--- src/rtl/fetch_unit.sv ---
// fetch_unit: single-issue instruction fetch stage.
// Holds the PC and drives it to instruction memory. It captures the returned
// word into a one-entry decode slot, stalls on decode back-pressure, and
// redirects on a taken branch or jump.
//
// Ports:
//   clk, reset           - clock and synchronous active-high reset
//   instr_raddr          - fetch byte address (the PC register)
//   instr_code           - combinational read data for instr_raddr
//   redirect             - taken branch/jump strobe; redirect_addr is its target
//   id_ready             - decode accepts the held instruction this cycle
//   id_valid             - the decode slot holds a valid instruction
//   id_instr, id_pc      - the held instruction word and its address
//   id_pc_plus4          - id_pc + 4, wrapping modulo 2^32
//   fetch_cnt            - number of instructions accepted by decode
//   instr_misalign       - high while halted on a misaligned target
//                          (only present with FETCH_MISALIGN_TRAP_EN)
//
// Build option: FETCH_MISALIGN_TRAP_EN
//   Defined:   a misaligned redirect loads its target unmodified and halts.
//   Undefined: redirect targets are forced to word alignment.
module fetch_unit #(
    parameter logic [31:0] RESET_PC  = 32'h0000_0000,
    parameter logic [31:0] NOP_INSTR = 32'h0000_0013
) (
    input  logic        clk,
    input  logic        reset,
    output logic [31:0] instr_raddr,
    input  logic [31:0] instr_code,
    input  logic        redirect,
    input  logic [31:0] redirect_addr,
    input  logic        id_ready,
    output logic        id_valid,
    output logic [31:0] id_instr,
    output logic [31:0] id_pc,
    output logic [31:0] id_pc_plus4,
`ifdef FETCH_MISALIGN_TRAP_EN
    output logic        instr_misalign,
`endif
    output logic [31:0] fetch_cnt
);

    localparam int unsigned XLEN = 32;

    typedef enum logic [1:0] {
        BOOT  = 2'd0,
        FETCH = 2'd1,
        HALT  = 2'd2
    } state_t;

    state_t            state;
    logic [XLEN-1:0]   pc;
    logic [XLEN-1:0]   target;
    logic              target_halt;

    assign instr_raddr = pc;

    // Redirect target and whether taking it parks the stage in HALT.
    always_comb begin
        target      = redirect_addr & ~XLEN'(3);
        target_halt = 1'b0;
`ifdef FETCH_MISALIGN_TRAP_EN
        target      = redirect_addr;
        target_halt = |redirect_addr[1:0];
`endif
    end

`ifdef FETCH_MISALIGN_TRAP_EN
    assign instr_misalign = (state == HALT);
`endif

    // Fetch state machine, PC and decode slot.
    always_ff @(posedge clk) begin
        if (reset) begin
            state       <= BOOT;
            pc          <= RESET_PC;
            id_valid    <= 1'b0;
            id_instr    <= NOP_INSTR;
            id_pc       <= RESET_PC;
            id_pc_plus4 <= RESET_PC + XLEN'(4);
            fetch_cnt   <= '0;
        end else begin
            // Acceptance is counted unless a redirect squashes the slot.
            if (id_valid && id_ready && !redirect) begin
                fetch_cnt <= fetch_cnt + XLEN'(1);
            end

            if (redirect) begin
                // Redirect wins over stall and advance in every state.
                pc       <= target;
                id_valid <= 1'b0;
                id_instr <= NOP_INSTR;
                state    <= target_halt ? HALT : FETCH;
            end else begin
                unique case (state)
                    BOOT: begin
                        state <= FETCH;
                    end
                    FETCH: begin
                        if (!id_valid || id_ready) begin
                            id_instr    <= instr_code;
                            id_pc       <= pc;
                            id_pc_plus4 <= pc + XLEN'(4);
                            id_valid    <= 1'b1;
                            pc          <= pc + XLEN'(4);
                        end
                    end
                    HALT: begin
                        state <= HALT;
                    end
                    default: begin
                        state <= BOOT;
                    end
                endcase
            end
        end
    end

endmodule

--- config.mk ---
export PLATFORM = sky130hd
export DESIGN_NAME = fetch_unit
export DESIGN_NICKNAME = d
export VERILOG_FILES = /design/src/rtl/fetch_unit.sv
export SDC_FILE = /design/constraint.sdc
export NUM_CORES = 1
export LEC_CHECK = 0
export BUFFER_PORTS_ARGS = -buffer_cell sky130_fd_sc_hd__buf_2
export CAP_MARGIN = 25
export CORE_AREA = 5 5 128 130
export DETAILED_ROUTE_END_ITERATION = 7
export DIE_AREA = 0 0 133 135
export GPL_TIMING_DRIVEN = 0
export PLACE_DENSITY = 0.76
export SLEW_MARGIN = 5
export SYNTH_ARGS = -nofsm -noshare
export SYNTH_HDL_FRONTEND = slang
export SYNTH_SLANG_ARGS = --single-unit
--- constraint.sdc ---
create_clock -name clk -period 2.4 [get_ports clk]
set_input_delay 0.24 -clock clk [delete_from_list [all_inputs] [get_ports clk]]
set_output_delay 0.24 -clock clk [all_outputs]
set_load 0.05 [all_outputs]
==> run summary <==
Final WS setup - 0.04693 ns
Drt via density - 5.277
Pre-Repair DR Iteration Count - 6
Hold Crit Class - in -> reg
Post-synth top area cell - dfxtp_1
Max Cap Viol - 0
Slowest cell delay on critical path - 0.58 ns
Fmax achieved - 0.4250 GHz
PD cells - 732.2 mW/mm²
RR Endpoint - instr_raddr[31]
Grt met1 use - 0.2858
Hold WS - 0.01628 ns
First-pass GRT wire length - 33820 µm
DRT Wirelength - 21710 µm
Status - finished clean
Inst Count DP - 1254
End point of the critical path - instr_raddr[31]
Count leader, synth - nand2_1
Setup violators final - 0
Clock buffer depth - 2
Post-synth top flop - dfxtp_1
Vias in the first global route - 6602
Kind of cell adding the most delay to the critical path - simple AND/OR/NAND/NOR gates
Crit. path cell count - 7
Share of layout cells above drive strength 1 - 0.2888
CP startpoint kind - flop
Hold depth - 3
CTS tree - done
Synth cell count leaders - 170 x nand2_1, 157 x dfxtp_1, 93 x nor2_1
DRT iter0 DRCs - 420
#FFs+latches synth - 157
P_sw - 1.870 mW
Mapped cell area - 0.006815 mm²
Max FO, Critical Path - 8
Gr busiest metal - met2
H-tree depth - 4
Fraction of registers with async set/reset - 0
Clock-pin slew on the worst setup and hold paths - 0.06 ns
Maximum vdd drop - 448.7 µV
Port Buf Inserts - 218
Fillers - 1362
Sequential Power Share - 0.426
Row cnt - 45
Area share of the largest cell type after synthesis - 0.4612
Total CTS buffers - 17
Skew-Pair Late Insertion Delay - 0.43 ns
RSZ-0062 raised after global routing - true
Via count - 6807
Final cycle utilization of the critical path - 0.9804
Synth Instances - 842
Final net count - 1158
Min Clock Period, post-route - 2.353 ns
Die area - 0.01796 mm²
Clock sinks - 157
Gr usage total - 0.2366
Share of total power in combinational logic - 0.147
Die width - 133 µm
Crit path DAT - 2.63 ns
Initial Util - 0.4533
Worst clock skew - 0.01118 ns
Grt ovf - 0
DRC viols - 0
CP max stage cell - or4_4
Post-detail-place hpwl - 16210 µm
Setup TNS - 0 ns
CP endpoint kind - flop
CP startpoint - instr_raddr[17]
WP buf/inv - 2
DP Worst Slack - -0.2926 ns
Endpoints failing hold - 0
Reg2reg path depth - 7
Synth area leaders - dfxtp_1 46%, nand2_1 9.4%, xor2_1 5.8%
Clock share of power - 0.427
Io pins - 229
Post-synth EDFFs - 0
Sw Share - 0.2846
Post-synth cell types - 42
Core ar. - 0.01503 mm²
Routability cong. - 0.8739
Post-synthesis average cell area - 8.094 µm²
Worst-Margin Slew - 0.8686 ns
Register area share after synthesis - 0.4612
Number of max-slew violations in the final report - 0
GR Layer Usage met2 - 0.3866
Layout area overhead - 31.69%
Slew HR - 0.4194
Cell Int Power - 4.701 mW
Static leakage - 3.789 nW
Post-cts hold buffer count - 0
Die Span Y - 135 µm
Met3 Track Usage GR - 0.08867
Fin util - 0.5970
Finished Layout Cells - 1290
Setup Crit Path Kind - reg -> reg
Total of warnings raised by yosys - 0
Antenna violations before repair - 5
Worst path required time - 2.68 ns
Routed WL per cell - 16.83 µm
Critical Path, Cell by Cell - buf_2 -> nand3_2 -> or4_4 -> or4_4 -> buf_6 -> nor4_4 -> a2111oi_2
Root buf cell - clkbuf_16
RR Startpoint - instr_raddr[17]
Final antenna-violating net count - 0
Worst path most repeated cell - or4_4
Largest net degree at the start of global routing - 17
Flop2flop setup slack - 0.05 ns
sequential cells by signal, indices dropped and copies added (netlist names):
| register | count |
|---|---|
| id_pc | 30 |
| id_valid | 1 |
| instr_raddr | 30 |
| fetch_cnt | 32 |
| id_pc_plus4 | 30 |
| state | 2 |
| id_instr | 32 |
cell usage in the layout (no fill, tap or decap), drive strengths merged, types with 10 or more instances in the layout:
cell type  Yosys  layout
a211oi        42      42
a21oi         70      70
and3          10      10
buf           22     245
clkbuf        50      73
dfxtp        157     157
nand2        170     170
nand3         34      34
nand4         23      23
nor2          93      93
nor3          11      11
nor4          15      15
xnor2         36      36
xor2          45      45
worst min path at each step:
stage,startpoint,to,slack [ns]
2_1_floorplan,instr_code[0],id_instr[0],0.36
3_3_place_gp,state[0],state[1],0.43
3_5_place_dp,state[0],state[1],0.44
4_1_cts,instr_code[0],id_instr[0],0.0004
5_1_grt,instr_code[1],id_instr[1],0.02
6_report,instr_code[0],id_instr[0],0.02
layout make-up:
cell class | count | area [µm²] | share of cell area
inverter | 6 | 22.52 | 0.002509
tap | 188 | 235.2 | 0.02621
sequential | 157 | 3194 | 0.3559
multi-input combinational | 612 | 3443 | 0.3837
timing repair buffer | 227 | 1156 | 0.1288
buffer | 67 | 296.5 | 0.03304
clock buffer | 24 | 524.3 | 0.05841
clock inverter | 8 | 100.1 | 0.01115
antenna | 1 | 2.502 | 0.0002788
metrics by stage:
stage          power (mW)  area, µm²
3_5_place_dp        3.809       8234
4_1_cts             6.605       8899
3_3_place_gp        3.798       8223
6_report            6.571       8975
5_1_grt             6.818       8975
2_1_floorplan       3.523       6897
worst min-delay path, cell delays in order:
cell and delay, ns:
buf_2 0.07, nand2_1 0.04, nand3_1 0.06
power by group through the flow:
| stage | clock [mW] | sequential (mW) | combinational (mW) |
|---|---|---|---|
| 2_1_floorplan | 0 | 3.18 | 0.347 |
| 3_3_place_gp | 0 | 2.84 | 0.956 |
| 3_5_place_dp | 0 | 2.85 | 0.964 |
| 4_1_cts | 2.85 | 2.80 | 0.961 |
| 5_1_grt | 2.97 | 2.81 | 1.03 |
| 6_report | 2.81 | 2.80 | 0.963 |
kinds of logic (layout without fill, tap and decap cells):
| family | count (synthesis) | count (layout) | synth area share |
|---|---|---|---|
| multiplexers | 2 | 2 | 0.002938 |
| buffers and inverters | 78 | 332 | 0.04773 |
| AO/OA/AOI/OAI | 132 | 132 | 0.1184 |
| AND/OR/NAND/NOR | 389 | 389 | 0.2614 |
| flip-flops | 157 | 157 | 0.4612 |
| other | 1 | 7 | 0.0005502 |
| adder cells (fa/ha/maj) | 2 | 2 | 0.003671 |
| XOR/XNOR | 81 | 81 | 0.1041 |
layer usage:
layer	wire, µm	up-vias	part of all wire
met3	2202	49	0.10
met4	515	8	0.024
met1	8952	3099	0.41
met2	9986	317	0.46
li1	-	3334	-
met5	55	-	0.0025
repair_timing:
action,4_1_cts,5_1_grt
resized for setup,10,9
setup buffers,1,7
setup endpoints to repair,58,44
pin swaps,2,2
(Power assumes the default switching activity.)
